===== src/rtl/hw_input_stencil_load_ctrl.sv =====
// Streams one IMG_W x IMG_H frame from a valid/ready pixel source into the
// hw_input stencil buffer, one registered write per accepted pixel, then holds it.
module hw_input_stencil_load_ctrl #(
  parameter int IMG_W = 64,
  parameter int IMG_H = 64
) (
  input  logic        clk,
  input  logic        rst,
  input  logic        start,
  input  logic        in_valid,
  input  logic [15:0] in_data,
  output logic        in_ready,
  output logic        op_hcompute_hw_input_stencil_write_wen,
  output logic [15:0] op_hcompute_hw_input_stencil_write_ctrl_vars [3],
  output logic [15:0] op_hcompute_hw_input_stencil_write [1],
  output logic        frame_loaded,
  input  logic        buf_release,
  output logic        busy
);

  localparam logic [15:0] X_LAST = 16'(IMG_W - 1);
  localparam logic [15:0] Y_LAST = 16'(IMG_H - 1);

  typedef enum logic [1:0] {IDLE, LOAD, FLUSH, HOLD} state_t;

  state_t      state;
  logic [15:0] x;
  logic [15:0] y;
  logic        wen;
  logic [15:0] wr_y;
  logic [15:0] wr_x;
  logic [15:0] wr_data;
  logic        accept;

  assign accept = in_valid && (state == LOAD);

  // NOTE: all state below updates with <= so every register samples pre-edge
  // values; the write stage captures (y, x) before the counters advance.
  always_ff @(posedge clk) begin
    if (rst) begin
      state   <= IDLE;
      x       <= '0;
      y       <= '0;
      wen     <= 1'b0;
      wr_y    <= '0;
      wr_x    <= '0;
      wr_data <= '0;
    end else begin
      wen <= accept;
      if (accept) begin
        wr_y    <= y;
        wr_x    <= x;
        wr_data <= in_data;
      end

      unique case (state)
        IDLE:  if (start) state <= LOAD;
        LOAD: begin
          if (accept) begin
            if (x == X_LAST) begin
              x <= '0;
              if (y == Y_LAST) begin
                y     <= '0;
                state <= FLUSH;
              end else begin
                y <= y + 16'd1;
              end
            end else begin
              x <= x + 16'd1;
            end
          end
        end
        // The last pixel's write is on the port during this single cycle.
        FLUSH: state <= HOLD;
        HOLD:  if (buf_release) state <= IDLE;
        default: state <= IDLE;
      endcase
    end
  end

  assign in_ready     = (state == LOAD);
  assign busy         = (state == LOAD) || (state == FLUSH);
  assign frame_loaded = (state == HOLD);

  assign op_hcompute_hw_input_stencil_write_wen          = wen;
  assign op_hcompute_hw_input_stencil_write_ctrl_vars[0] = 16'd0;
  assign op_hcompute_hw_input_stencil_write_ctrl_vars[1] = wr_y;
  assign op_hcompute_hw_input_stencil_write_ctrl_vars[2] = wr_x;
  assign op_hcompute_hw_input_stencil_write[0]           = wr_data;

endmodule


===== config.mk =====
export PLATFORM = sky130hd
export DESIGN_NAME = hw_input_stencil_load_ctrl
export DESIGN_NICKNAME = d
export VERILOG_FILES = /design/src/rtl/hw_input_stencil_load_ctrl.sv
export SDC_FILE = /design/constraint.sdc
export NUM_CORES = 1
export LEC_CHECK = 0
export BUFFER_PORTS_ARGS = -buffer_cell sky130_fd_sc_hd__buf_2
export CAP_MARGIN = 20
export CORE_MARGIN = 2
export CORE_UTILIZATION = 55
export DETAILED_ROUTE_END_ITERATION = 8
export GPL_TIMING_DRIVEN = 0
export PLACE_DENSITY = 0.92
export SYNTH_ARGS = -nofsm -noshare
export SYNTH_HDL_FRONTEND = slang
export SYNTH_SLANG_ARGS = --single-unit
export TNS_END_PERCENT = 50

===== constraint.sdc =====
create_clock -name clk -period 3.4 [get_ports clk]
set_input_delay 0.68 -clock clk [delete_from_list [all_inputs] [get_ports clk]]
set_output_delay 0.68 -clock clk [all_outputs]
set_load 0.02 [all_outputs]

==> results by group <==
Outcome
  • Status: finished, final reports clean

Clock tree
  • Clock Sinks: 83
  • CTS H-tree lvls: 3
  • Max Root-Sink Buffers: 2
  • Clock transition at the registers of the reported paths: 0.09 ns
  • CTS tree: yes
  • Clock tree root buffer cell: clkbuf_8
  • Post-CTS Setup Repair Bufs: 0
  • Clk_lat worst skew: 0.36 ns
  • TritonCTS Buffers: 9
  • Hold_buf cts: 0
  • Post-CTS sizing: 0

Cells and area
  • Share of cells above drive strength 1: 0.214
  • P&R area growth vs syn: 20.8%
  • Post-route cell area: 0.00441 mm²
  • Antenna cells: 0
  • Nets: 570

GRT
  • Initial antenna violation count: 0
  • Largest net degree at the start of global routing: 16
  • Number of global-route vias before repair: 3,248
  • Total GRT Usage: 0.245
  • GRT Residual Overflow: 0
  • First-pass GRT wire length: 14,500 µm

Route
  • DRT antenna net count: 0
  • Avg Vias per Cell: 5.60
  • First-pass DRT Iterations: 5
  • Starting DRT DRC Count: 291
  • Residual DRC count: 0
  • WL final: 8610 µm
  • DR WL/cell: 13.8 µm
  • Vias after detailed routing: 3,503

Die
  • Ports: 89
  • Initial Util: 0.572
  • Num rows: 29
  • Core box area: 0.00639 mm²
  • Die Y: 85.5 µm
  • Die W: 85.5 µm
  • Total Die Area: 0.00731 mm²

Timing
  • Final cycle utilization of the critical path: 0.695
  • Min cycle time layout: 2.36 ns
  • Hold Fails Final Rpt: 0
  • Setup TNS: 0 ns
  • Final hold slack: 0.455 ns
  • Setup slack after layout: 1.04 ns
  • RSZ-0062 raised after global routing: false
  • Worst Skew: 0.00496 ns
  • Peak Freq: 0.423 GHz
  • Max-slew violations: 0
  • Slew margin rel.: 0.653
  • Worst Max-Slew Pin Slew: 0.517 ns
  • Final setup fails: 0

Worst setup path
  • CP arrival: 2.65 ns
  • Slowest stage delay, CP: 0.40 ns
  • Req. time, crit path: 3.68 ns
  • Crit path max-delay cell type: clkbuf_1
  • Crit Path Max Fanout: 10
  • WS Path Type: flop to flop
  • Critical Path Source Type: flop
  • Top Family by Delay on Critical Path: buffers and inverters
  • Top cell by count, worst path: clkbuf_1
  • CP bufs+invs: 5
  • Crit path cell chain: inv_1 > ha_1 > buf_2 > and2_1 > clkbuf_1 > clkbuf_1 > clkbuf_1 > nand2_1 > a21oi_1
  • CP Capture Type: flop

Power
  • Total Power: 2.34 mW
  • Leakage power: 1.74 nW
  • Power per cell area: 529 mW/mm²
  • Max IR drop VDD: 370 µV

Logic synthesis
  • Sequential area share after synthesis: 0.455
  • Syn Area/Cell: 8.20 µm²
  • Largest area contributor in the netlist: dfxtp_1
  • Yosys reg bits: 83
  • Yosys cell types: 42
  • Synth top area share: 0.455
  • Synthesized area: 0.00365 mm²
  • Post-Syn Instances: 445
  • Synth warn: 0
  • Top post-synthesis cells by area: dfxtp_1, nand2_1, a21oi_1

Place
  • Setup WS pre-CTS: 1.12 ns
  • Port buffer count: 72
  • Area after DPL: 0.00416 mm²
  • Hpwl dp: 5980 µm
  • GP Congestion: 0.922

Job
  • Max-cap violations: 0

Hold path
  • Worst Hold Class: flop to flop
## cells by family after synthesis
| logic type | share of synthesized area |
|---|---|
| adder cells (fa/ha/maj) | 0.0206 |
| flip-flops | 0.455 |
| buffers and inverters | 0.0819 |
| multiplexers | 0.00823 |
| XOR/XNOR | 0.0240 |
| AO/OA/AOI/OAI | 0.144 |
| AND/OR/NAND/NOR | 0.266 |
| other | 0.00103 |
## area by class of cell
| class | instances | area, µm² |
|---|---|---|
| tap | 77 | 96.3 |
| multi-input combinational | 321 | 1750 |
| clock inverter | 7 | 124 |
| clock buffer | 9 | 124 |
| sequential | 83 | 1660 |
| buffer | 45 | 258 |
| timing repair buffer | 72 | 360 |
| inverter | 11 | 41.3 |
| fill | 501 | 1970 |
## worst paths after layout
check                                            from                    end  slack [ns]  depth (start not counted)
worst max-delay path            state[1]$_SDFFE_PP0P_  wr_y[11]$_SDFFE_PP0P_        1.04                          9
worst min-delay path            wr_x[14]$_SDFFE_PP0P_  wr_x[14]$_SDFFE_PP0P_        0.45                          2
worst max register to register  state[1]$_SDFFE_PP0P_  wr_y[11]$_SDFFE_PP0P_        1.04                          9
worst min register to register  wr_x[14]$_SDFFE_PP0P_  wr_x[14]$_SDFFE_PP0P_        0.45                          2
## layer usage
layer / vias to the layer above / track usage / part of all wire
met4: 0 / 0.102 / 0.025
met1: 1590 / 0.316 / 0.43
met5: - / 0 / 0
li1: 1719 / - / -
met2: 169 / 0.383 / 0.46
met3: 25 / 0.0730 / 0.081
## synth_stat cells, drive strengths merged
cell       n
nand2    107
dfxtp     83
a21oi     67
buf       28
clkbuf    17
nor2      17
nand4     16
or4       13
o31ai     12
inv       11
nand3     11
xor2       9
and4       7
nor4       7
ha         6
o21ai      6
or3        4
and3       3
mux2i      3
and2       2
nor3b      2
o22ai      2
o31a       2
or4b       2
a2111oi    1
conb       1
nor3       1
nor4bb     1
o2111ai    1
o311ai     1
o41ai      1
xnor2      1
## layout by cell type (no fill, tap or decap), drive strengths merged, types with 2 or more instances in the layout
master / netlist / layout
nor2: 17 / 17
inv: 11 / 12
and3: 3 / 3
mux2i: 3 / 3
dfxtp: 83 / 83
ha: 6 / 6
buf: 28 / 100
nor3b: 2 / 2
clkinv: 0 / 2
a21oi: 67 / 67
nor4: 7 / 7
or3: 4 / 4
o31a: 2 / 2
and4: 7 / 7
xor2: 9 / 9
conb: 1 / 16
or4b: 2 / 2
nand3: 11 / 11
o22ai: 2 / 2
o21ai: 6 / 6
nand2: 107 / 107
o31ai: 12 / 12
bufinv: 0 / 3
and2: 2 / 2
or4: 13 / 13
clkbuf: 17 / 26
nand4: 16 / 16
## through the flow
step / cells / util
after floorplan: 460 / -
after global placement: 609 / 0.652
after detailed placement: 609 / 0.652
after CTS: 625 / 0.691
after global routing: 625 / 0.691
final: 625 / 0.691
## flip-flops by register name, summed over array words and instances, names as in the netlist
signal,flops
state,2
wr_y,16
op_hcompute_hw_input_stencil_write_wen,1
y,16
x,16
op_hcompute_hw_input_stencil_write,16
wr_x,16
## where the power goes
part           total, mW  internal, mW  switching, mW
sequential          1.04          1.01         0.0283
combinational      0.431         0.133          0.298
clock              0.865         0.493          0.372
## tightest hold or removal path: cells and delay by family, from the launching register on
kind            cells  cell delay, ns
simple gates        1            0.05
flops               1            0.31
compound gates      1            0.05
No activity file was read; power rests on OpenSTA's default activity.
